File: config.mk
export PLATFORM = sky130hd
export DESIGN_NAME = mipi_csi_rx_packet_decoder_8b2lane
export DESIGN_NICKNAME = d
export VERILOG_FILES = /design/src/rtl/mipi_csi_pkg.sv /design/src/rtl/mipi_csi_header_ecc.sv /design/src/rtl/mipi_csi_rx_packet_decoder_8b2lane.sv
export SDC_FILE = /design/constraint.sdc
export NUM_CORES = 1
export LEC_CHECK = 0
export CELL_PAD_IN_SITES_DETAIL_PLACEMENT = 1
export CELL_PAD_IN_SITES_GLOBAL_PLACEMENT = 1
export CORE_MARGIN = 5
export CORE_UTILIZATION = 35
export DETAILED_ROUTE_END_ITERATION = 8
export GPL_TIMING_DRIVEN = 1
export PLACE_DENSITY_LB_ADDON = 0.1
export SYNTH_ARGS = -nofsm -noshare
export SYNTH_HDL_FRONTEND = slang
export SYNTH_SLANG_ARGS = --single-unit
File: constraint.sdc
create_clock -name clk_i -period 2.25 [get_ports clk_i]
set_input_delay 0.5625 -clock clk_i [delete_from_list [all_inputs] [get_ports clk_i]]
set_output_delay 0.5625 -clock clk_i [all_outputs]
set_load 0.005 [all_outputs]
File: src/rtl/mipi_csi_pkg.sv
// Shared definitions for the MIPI CSI-2 receive path.
//   - Data-type codes for frame markers and the RAW long packets forwarded to the depacker.
//   - Short/long packet boundary on the data-type field.
//   - Packet decoder FSM state encoding.
package mipi_csi_pkg;

    localparam logic [5:0] DtFrameStart = 6'h00;
    localparam logic [5:0] DtFrameEnd   = 6'h01;
    localparam logic [5:0] DtRaw10      = 6'h2B;
    localparam logic [5:0] DtRaw12      = 6'h2C;
    localparam logic [5:0] DtRaw14      = 6'h2D;

    // Data types below this value are short packets (no payload, WC field is data).
    localparam logic [5:0] DtShortLimit = 6'h10;

    typedef enum logic [1:0] {
        StIdle,
        StHdr1,
        StPayload,
        StDrain
    } state_e;

    function automatic logic is_raw_dt(input logic [5:0] dt);
        return (dt == DtRaw10) || (dt == DtRaw12) || (dt == DtRaw14);
    endfunction

endpackage

File: src/rtl/mipi_csi_header_ecc.sv
// CSI-2 packet header ECC generator (6-bit Hamming code, no correction).
//   data_i : 24-bit header payload {WC[15:0], DI[7:0]}
//   ecc_o  : 6 parity bits; the transmitted ECC byte carries these in [5:0] with [7:6] = 0
// Purely combinational.
module mipi_csi_header_ecc (
    input  logic [23:0] data_i,
    output logic [5:0]  ecc_o
);

    // Each mask selects the data bits covered by one parity bit.
    localparam logic [23:0] MaskP0 = 24'hF1_2CB7;
    localparam logic [23:0] MaskP1 = 24'hF2_555B;
    localparam logic [23:0] MaskP2 = 24'h74_9A6D;
    localparam logic [23:0] MaskP3 = 24'hB8_E38E;
    localparam logic [23:0] MaskP4 = 24'hDF_03F0;
    localparam logic [23:0] MaskP5 = 24'hEF_FC00;

    always_comb begin
        ecc_o[0] = ^(data_i & MaskP0);
        ecc_o[1] = ^(data_i & MaskP1);
        ecc_o[2] = ^(data_i & MaskP2);
        ecc_o[3] = ^(data_i & MaskP3);
        ecc_o[4] = ^(data_i & MaskP4);
        ecc_o[5] = ^(data_i & MaskP5);
    end

endmodule

File: src/rtl/mipi_csi_rx_packet_decoder_8b2lane.sv
// CSI-2 2-lane packet decoder: parses the 4-byte header carried on two 16-bit beats, pulses
// frame markers for FS/FE short packets and forwards RAW10/12/14 long-packet payload words.
//
// Ports:
//   clk_i          : byte clock
//   reset_i        : synchronous, active-high reset
//   data_valid_i   : aligned lane data valid (high for the whole packet burst)
//   data_i[15:0]   : lane 0 byte in [7:0] (earlier), lane 1 byte in [15:8]
//   output_valid_o : payload word valid (1-cycle latency from input beat)
//   data_o[15:0]   : payload word, same byte order as data_i
//   packet_type_o  : DT[2:0] of the last accepted RAW long packet, set before its first word
//   frame_start_o  : 1-cycle pulse on accepted Frame Start
//   frame_end_o    : 1-cycle pulse on accepted Frame End
//   ecc_error_o    : 1-cycle pulse on header ECC mismatch
//
// Build option: define PACKET_DECODER_ECC_CHECK_EN to check the header ECC and drop packets whose
// ECC mismatches. Without it the ECC byte is ignored and ecc_error_o stays 0.
module mipi_csi_rx_packet_decoder_8b2lane
    import mipi_csi_pkg::*;
#(
    parameter logic [1:0] VIRTUAL_CHANNEL = 2'd0
) (
    input  logic        clk_i,
    input  logic        reset_i,
    input  logic        data_valid_i,
    input  logic [15:0] data_i,
    output logic        output_valid_o,
    output logic [15:0] data_o,
    output logic [2:0]  packet_type_o,
    output logic        frame_start_o,
    output logic        frame_end_o,
    output logic        ecc_error_o
);

    state_e      state_q;
    logic [15:0] h0_q;
    logic [15:0] count_q;
    logic        dv_prev_q;

    // Header fields, valid while in StHdr1 (H0 registered, H1 on the input).
    logic [1:0]  hdr_vc;
    logic [5:0]  hdr_dt;
    logic [15:0] hdr_wc;
    logic [7:0]  hdr_ecc;
    logic        hdr_vc_ok;
    logic        hdr_ecc_bad;

    assign hdr_vc    = h0_q[7:6];
    assign hdr_dt    = h0_q[5:0];
    assign hdr_wc    = {data_i[7:0], h0_q[15:8]};
    assign hdr_ecc   = data_i[15:8];
    assign hdr_vc_ok = (hdr_vc == VIRTUAL_CHANNEL);

`ifdef PACKET_DECODER_ECC_CHECK_EN
    logic [5:0] ecc_calc;

    mipi_csi_header_ecc u_header_ecc (
        .data_i ({hdr_wc, h0_q[7:0]}),
        .ecc_o  (ecc_calc)
    );

    assign hdr_ecc_bad = (hdr_ecc != {2'b00, ecc_calc});
`else
    logic unused_hdr_ecc;
    assign unused_hdr_ecc = ^hdr_ecc;
    assign hdr_ecc_bad    = 1'b0;
`endif

    always_ff @(posedge clk_i) begin
        // Tracks the previous data_valid_i level, including through reset, so that a burst still
        // in flight when reset releases is not mistaken for a new header.
        dv_prev_q <= data_valid_i;

        if (reset_i) begin
            state_q        <= StIdle;
            h0_q           <= '0;
            count_q        <= '0;
            output_valid_o <= 1'b0;
            data_o         <= '0;
            packet_type_o  <= '0;
            frame_start_o  <= 1'b0;
            frame_end_o    <= 1'b0;
            ecc_error_o    <= 1'b0;
        end else begin
            output_valid_o <= 1'b0;
            frame_start_o  <= 1'b0;
            frame_end_o    <= 1'b0;
            ecc_error_o    <= 1'b0;

            case (state_q)
                StIdle: begin
                    if (data_valid_i && !dv_prev_q) begin
                        h0_q    <= data_i;
                        state_q <= StHdr1;
                    end
                end

                StHdr1: begin
                    if (!data_valid_i) begin
                        state_q <= StIdle;
                    end else begin
                        state_q <= StDrain;
                        if (!hdr_vc_ok) begin
                            // Other virtual channel: skip silently.
                        end else if (hdr_ecc_bad) begin
                            ecc_error_o <= 1'b1;
                        end else if (hdr_dt < DtShortLimit) begin
                            frame_start_o <= (hdr_dt == DtFrameStart);
                            frame_end_o   <= (hdr_dt == DtFrameEnd);
                        end else if (is_raw_dt(hdr_dt) && (hdr_wc != 16'd0)) begin
                            packet_type_o <= hdr_dt[2:0];
                            count_q       <= hdr_wc;
                            state_q       <= StPayload;
                        end
                    end
                end

                StPayload: begin
                    if (!data_valid_i) begin
                        state_q <= StIdle;
                    end else begin
                        output_valid_o <= 1'b1;
                        data_o         <= data_i;
                        // Two bytes per beat; an odd final byte still consumes a whole beat.
                        if (count_q <= 16'd2) begin
                            count_q <= '0;
                            state_q <= StDrain;
                        end else begin
                            count_q <= count_q - 16'd2;
                        end
                    end
                end

                StDrain: begin
                    if (!data_valid_i) begin
                        state_q <= StIdle;
                    end
                end

                default: state_q <= StIdle;
            endcase
        end
    end

endmodule

==> run summary, run 1 <==
Aggregate global-route resource usage: 19.32%
Sequential share of the synthesized area: 45.35%
Clock latency on the worst-skew pair: 0.34 ns
Layout net count: 406
Die Span Y: 94.79 µm
Setup repair after global routing missed its margin: true
Number of I/O pins: 42
Die boundary width: 94.79 µm
Grt total ovfl: 0
Global placement routability congestion: 0.8154
Number of enable-type register cells in the synthesized netlist: 0
Largest fanout of any net on the critical path: 8
Post-CTS setup buffer count: 0
Cell depth of the worst min-delay path: 2
Ordered list of cells on the worst path: clkdlybuf4s50_1, nor4_4, nand4_1, and4_2, o21ai_2, buf_4, a21oi_1, o32ai_1
Clock buffers created by TritonCTS: 9
Total wire length after detailed routing: 8.200 mm
Count of pins over their slew limit: 0
Unique masters post-synth: 45
Residual antenna-violating net count after detailed routing: 0
Status: complete, no violations
Total via count after detailed routing: 2557
Via density per instance: 5.218
Sum Neg Setup Slack: 0 ns
Number of warning messages in the yosys log: 0
Pin count of the biggest net entering global routing: 17
Post-Place Setup Slack: -0.4291 ns
Worst reg2reg startpoint: count_q[10]
Number of synthesized register bits: 57
Post-route clock period utilization: 96.46%
Sinks on the clock net: 57
CP Class: in2reg
Asr flop ratio synth: 0%
Power per standard cell area: 654.2 nW/µm²
Initial DRC count: 86
Post-place instance area: 3274 µm²
Logic depth of the worst register-to-register path: 7
CTS tree: done
Crit path arrival time: 2.42 ns
Time the final worst path needs with I/O delays and setup: 2.170 ns
Clock transition at the register clock pins on the worst setup and hold paths after CTS: 0.07 ns
Final clock skew: 0.01520 ns
Fmax: 460.8 MHz
Fraction of the core area covered by cells at the end of the flow: 49.82%
Global-route wire length before repair: 13.29 mm
CP max stage delay: 0.47 ns
Reg-to-reg slack, setup: 0.09 ns
Core Area: 7137 µm²
Synthesized area per cell: 8.013 µm²
Syn Inst Count: 314
Antenna diodes: 0
Headroom to the max-slew limit: 61.32%
CTS HTree Levels: 3
Effective utilization at floorplan: 35.26%
Path category of the worst min-delay check: reg2reg
Clock buffer depth: 2
Combined area of all synthesized cells: 2516 µm²
Slowest stage cell, crit path: sky130_fd_sc_hd__clkdlybuf4s50_1
Fraction of layout instances using a drive strength above 1: 19.18%
Number of global-route vias before repair: 2656
Area growth from synthesis to final layout: 41.32%
Max-cap violation count: 0
Die Area: 8985 µm²
Startpoint of the most critical hold path: data_o[2]
CTS Hold Bufs: 0
Cell Rows: 31
Count of input and output buffers: 40
Critical path origin: data_i[2]
R2R Path End: count_q[11]
Total nets after synthesis: 334
IR Drop Worst-Case VDD: 332.9 µV
Data required, critical path: 2.50 ns
Root buffer cell: sky130_fd_sc_hd__clkbuf_8
Type of element launching the critical path: input pin
DRC violations left: 0
Hold Crit Endpoint: data_o[2]
Final worst setup slack: 0.07973 ns
Commonest register cell after synthesis: sky130_fd_sc_hd__dfxtp_1
Kind of end point of the critical path: flip-flop
Final number of setup-violating endpoints: 0
Slew at the pin closest to its max-slew limit: 0.5790 ns
Final-report hold violation count: 0
Total leakage power: 0.001317 µW
Antenna violations before repair: 0
Avg WL per Cell: 16.73 µm
HPWL Detailed: 5.990 mm
Post-route cell area: 3556 µm²
Drt pass-1 iters: 4
[metrics by stage]
| step | std cells | power (µW) | hold WS, ns |
|---|---|---|---|
| after floorplan | 314 | 1195 | 0.4363 |
| after global placement | 474 | 1332 | 0.4422 |
| after detailed placement | 474 | 1334 | 0.4483 |
| after CTS | 490 | 2340 | 0.4590 |
| after global routing | 490 | 2429 | 0.4798 |
| final | 490 | 2326 | 0.4537 |
[worst max path at each step]
stage	to	slack, ns	depth (start not counted)
2_1_floorplan	count_q[4]	0.08	6
3_5_place_dp	count_q[5]	-0.43	8
6_report	count_q[5]	0.08	8
3_3_place_gp	count_q[5]	-0.37	8
4_1_cts	state_q[0]	0.004	6
5_1_grt	count_q[15]	-0.06	8
[cells in the mapped netlist (2+ instances only)]
master	instances	area share [%]
sky130_fd_sc_hd__a32o_1	2	0.80
sky130_fd_sc_hd__nor4_1	7	1.7
sky130_fd_sc_hd__nand3_1	3	0.60
sky130_fd_sc_hd__a21oi_1	41	8.2
sky130_fd_sc_hd__nor3_1	10	2.0
sky130_fd_sc_hd__nand4_1	2	0.50
sky130_fd_sc_hd__buf_2	2	0.40
sky130_fd_sc_hd__inv_1	8	1.2
sky130_fd_sc_hd__xor2_1	6	2.1
sky130_fd_sc_hd__nand3b_1	2	0.60
sky130_fd_sc_hd__clkbuf_1	14	2.1
sky130_fd_sc_hd__o31ai_1	4	1.2
sky130_fd_sc_hd__dfxtp_1	57	45
sky130_fd_sc_hd__a221oi_1	7	2.4
sky130_fd_sc_hd__nor2_1	25	3.7
sky130_fd_sc_hd__or4_4	2	0.90
sky130_fd_sc_hd__o21ai_0	13	2.6
sky130_fd_sc_hd__or3b_2	2	0.70
sky130_fd_sc_hd__a211oi_1	6	1.8
sky130_fd_sc_hd__nand2_1	72	11
sky130_fd_sc_hd__a32oi_1	2	0.70
sky130_fd_sc_hd__nand2b_1	2	0.50
sky130_fd_sc_hd__mux2i_1	3	1.2
[worst max-delay path, delay by kind of cell]
family                 cells  cell delay [ns]
AND/OR/NAND/NOR            3             0.77
buffers and inverters      2             0.66
AO/OA/AOI/OAI              3             0.42
[layer usage]
metal  wire (µm)  share of wire, %  vias to the layer above  global-route usage (%)
li1            -                 -                     1251                       -
met5           0                 0                        -                       0
met3         277               3.4                       15                   3.267
met4         226               2.8                        0                   9.856
met2        3874                47                       61                   30.95
met1        3821                47                     1230                   24.89
[cell families after synthesis]
| kind of cell | after synthesis | synth area share, % |
|---|---|---|
| xor+xnor | 7 | 2.437 |
| flops | 57 | 45.35 |
| compound gates | 83 | 20.94 |
| other cells | 1 | 0.1490 |
| simple gates | 136 | 25.01 |
| fa+ha+maj | 1 | 0.4972 |
| buf+inv | 25 | 3.978 |
| mux | 4 | 1.641 |
[final cells by class]
type                            count  area [µm²]
Fill cell                         882        3581
Multi-Input combinational cell    232        1348
Sequential cell                    57        1142
Timing Repair Buffer               78       705.7
Clock buffer                       12       155.1
Tap cell                           99       123.9
Clock inverter                      4       51.30
Inverter                            8       30.03
[report_power, final]
part	switching, µW	internal [µW]
Sequential	21.4	1030
Combinational	145	128
Clock	428	572
Total	594	1730
[cell usage in the layout (no fill, tap or decap), types with 3 or more instances in the layout]
| cell | instances |
|---|---|
| sky130_fd_sc_hd__xor2_1 | 6 |
| sky130_fd_sc_hd__a21oi_1 | 41 |
| sky130_fd_sc_hd__nor4_1 | 4 |
| sky130_fd_sc_hd__a221oi_1 | 5 |
| sky130_fd_sc_hd__nor3_1 | 9 |
| sky130_fd_sc_hd__clkdlybuf4s50_1 | 40 |
| sky130_fd_sc_hd__o31ai_1 | 4 |
| sky130_fd_sc_hd__mux2i_1 | 3 |
| sky130_fd_sc_hd__nor2_1 | 25 |
| sky130_fd_sc_hd__inv_1 | 8 |
| sky130_fd_sc_hd__buf_4 | 35 |
| sky130_fd_sc_hd__dfxtp_1 | 56 |
| sky130_fd_sc_hd__nand2_1 | 72 |
| sky130_fd_sc_hd__a211oi_1 | 6 |
| sky130_fd_sc_hd__o21ai_0 | 11 |
| sky130_fd_sc_hd__clkbuf_8 | 11 |
[sequential cells by signal, indices dropped and copies added (netlist names)]
signal / cells
count_q: 16
data_o: 16
dv_prev_q: 1
frame_end_o: 1
frame_start_o: 1
h0_q: 16
output_valid_o: 1
packet_type_o: 3
state_q: 2
[what timing repair did]
item,4_1_cts,5_1_grt
cloned,0,0
setup endpoints to repair,13,20
pin swaps,0,4
gates resized for setup,3,16
Note: power is estimated with default switching activity, not from simulation.
==> inputs of run 2 (changes only) <==
Settings changed: SLEW_MARGIN set to 20, TNS_END_PERCENT set to 10.
==> run 2 against run 1 <==
Non-clock buffer count stayed put; fmax is 0.19% higher; hold slack hardly changed; count of clock-buffer cells in the layout stayed put; critical path depth is 2 lower; via count is 0.63% lower.
==> run summary, run 2 (synthesis results as in run 1) <==
Initial DRC count: 86
Count of input and output buffers: 40
Clock buffer depth: 2
HPWL Detailed: 5.990 mm
Number of global-route vias before repair: 2656
Crit path arrival time: 2.40 ns
Placed Cells incl. Taps: 474
IR Drop Worst-Case VDD: 331.6 µV
Die boundary width: 94.79 µm
Fraction of the core area covered by cells at the end of the flow: 49.70%
Core Area: 7137 µm²
Effective utilization at floorplan: 35.26%
Global placement routability congestion: 0.8154
Most frequent cells in the layout: sky130_fd_sc_hd__nand2_1, sky130_fd_sc_hd__dfxtp_1, sky130_fd_sc_hd__a21oi_1, sky130_fd_sc_hd__clkdlybuf4s50_1, sky130_fd_sc_hd__buf_4
Worst hold slack after final layout: 0.4539 ns
Post-route clock period utilization: 96.27%
CTS HTree Levels: 3
DRC violations left: 0
CP Class: reg2reg
Largest fanout of any net on the critical path: 4
Area growth from synthesis to final layout: 40.97%
Count of pins over their slew limit: 0
Avg WL per Cell: 16.75 µm
Met3 global-route usage: 3.267%
Most common cell after layout, fill and taps aside: sky130_fd_sc_hd__nand2_1
Time the final worst path needs with I/O delays and setup: 2.166 ns
Slew at the pin closest to its max-slew limit: 0.6031 ns
Headroom to the max-slew limit: 59.71%
Root buffer cell: sky130_fd_sc_hd__clkbuf_8
Drt pass-1 iters: 4
Leading registers by flop count: count_q: 16 flops, data_o: 16 flops, h0_q: 16 flops
Residual antenna-violating net count after detailed routing: 0
Clock latency on the worst-skew pair: 0.34 ns
CTS tree: done
Setup repair after global routing missed its margin: true
Total wire length after detailed routing: 8.206 mm
Type of element launching the critical path: flip-flop
Area occupied by registers: 1142 µm²
Pin count of the biggest net entering global routing: 17
Area used by multi-input combinational logic: 1343 µm²
Die Span Y: 94.79 µm
CTS Hold Bufs: 0
Cell Rows: 31
M2 GR Usage: 30.95%
Number of cells in the finished layout apart from fillers: 490
Data required, critical path: 2.49 ns
Overall power: 2322 µW
Number of I/O pins: 42
Die Area: 8985 µm²
Sum Neg Setup Slack: 0 ns
Path category of the worst min-delay check: reg2reg
GRT busiest layer: met2
Clock buffers created by TritonCTS: 9
Fillers: 883
Antenna violations before repair: 0
Status: complete, no violations
Max-cap violation count: 0
Final clock skew: 0.01554 ns
Sinks on the clock net: 57
Fmax: 461.7 MHz
Power per standard cell area: 654.6 nW/µm²
Final number of setup-violating endpoints: 0
Total leakage power: 0.001315 µW
Kind of end point of the critical path: flip-flop
Antenna diodes: 0
Layout net count: 406
Grt total ovfl: 0
Post-CTS setup buffer count: 0
Reg-to-reg slack, setup: 0.08 ns
Aggregate global-route resource usage: 19.32%
Fraction of layout instances using a drive strength above 1: 19.18%
Final-report hold violation count: 0
Clock transition at the register clock pins on the worst setup and hold paths after CTS: 0.07 ns
Global-route wire length before repair: 13.29 mm
Total via count after detailed routing: 2541
Met1 Track Usage GR: 24.89%
Via density per instance: 5.186
==> run 2: per-stage QoR <==
stage | worst slack [ns] | instance area [µm²]
6_report | 0.08394 | 3547
3_5_place_dp | -0.4291 | 3274
3_3_place_gp | -0.3686 | 3274
2_1_floorplan | 0.07926 | 2516
4_1_cts | 0.004189 | 3492
5_1_grt | -0.03049 | 3547
==> run 2: final timing paths <==
check | from | endpoint | cells after the start
min | data_o[2] | data_o[2] | 2
max reg2reg | count_q[10] | state_q[0] | 6
max | count_q[10] | state_q[0] | 6
min reg2reg | data_o[2] | data_o[2] | 2
==> run 2: critical path, stage by stage (launching register included) <==
cell	delay [ns]
sky130_fd_sc_hd__dfxtp_2	0.35
sky130_fd_sc_hd__or4_4	0.48
sky130_fd_sc_hd__or4_4	0.49
sky130_fd_sc_hd__nor3_4	0.17
sky130_fd_sc_hd__buf_4	0.16
sky130_fd_sc_hd__a211oi_1	0.08
sky130_fd_sc_hd__a2111oi_2	0.33
==> run 2: where the power goes <==
group | leakage [µW] | internal (µW) | switching [µW]
Clock | 0.000103 | 572 | 427
Combinational | 0.000750 | 126 | 144
Sequential | 0.000462 | 1030 | 21.3
Total | 0.00132 | 1730 | 592
==> run 2: timing repair <==
| action | in CTS | in global routing |
|---|---|---|
| pin swaps | 0 | 4 |
| endpoints found under the setup margin | 13 | 20 |
| resized for setup | 3 | 14 |
==> run 2: area by class of cell <==
class	count	area share (%)
clock buffer	12	4.374
clock inverter	4	1.446
inverter	8	0.8466
multi-input combinational	232	37.85
sequential	57	32.20
tap	99	3.492
timing repair buffer	78	19.79
==> run 2: layer usage <==
layer	vias to the layer above	routed length, µm
li1	1250	-
met1	1212	3859
met2	62	3840
met3	17	282
met4	0	223
met5	-	0
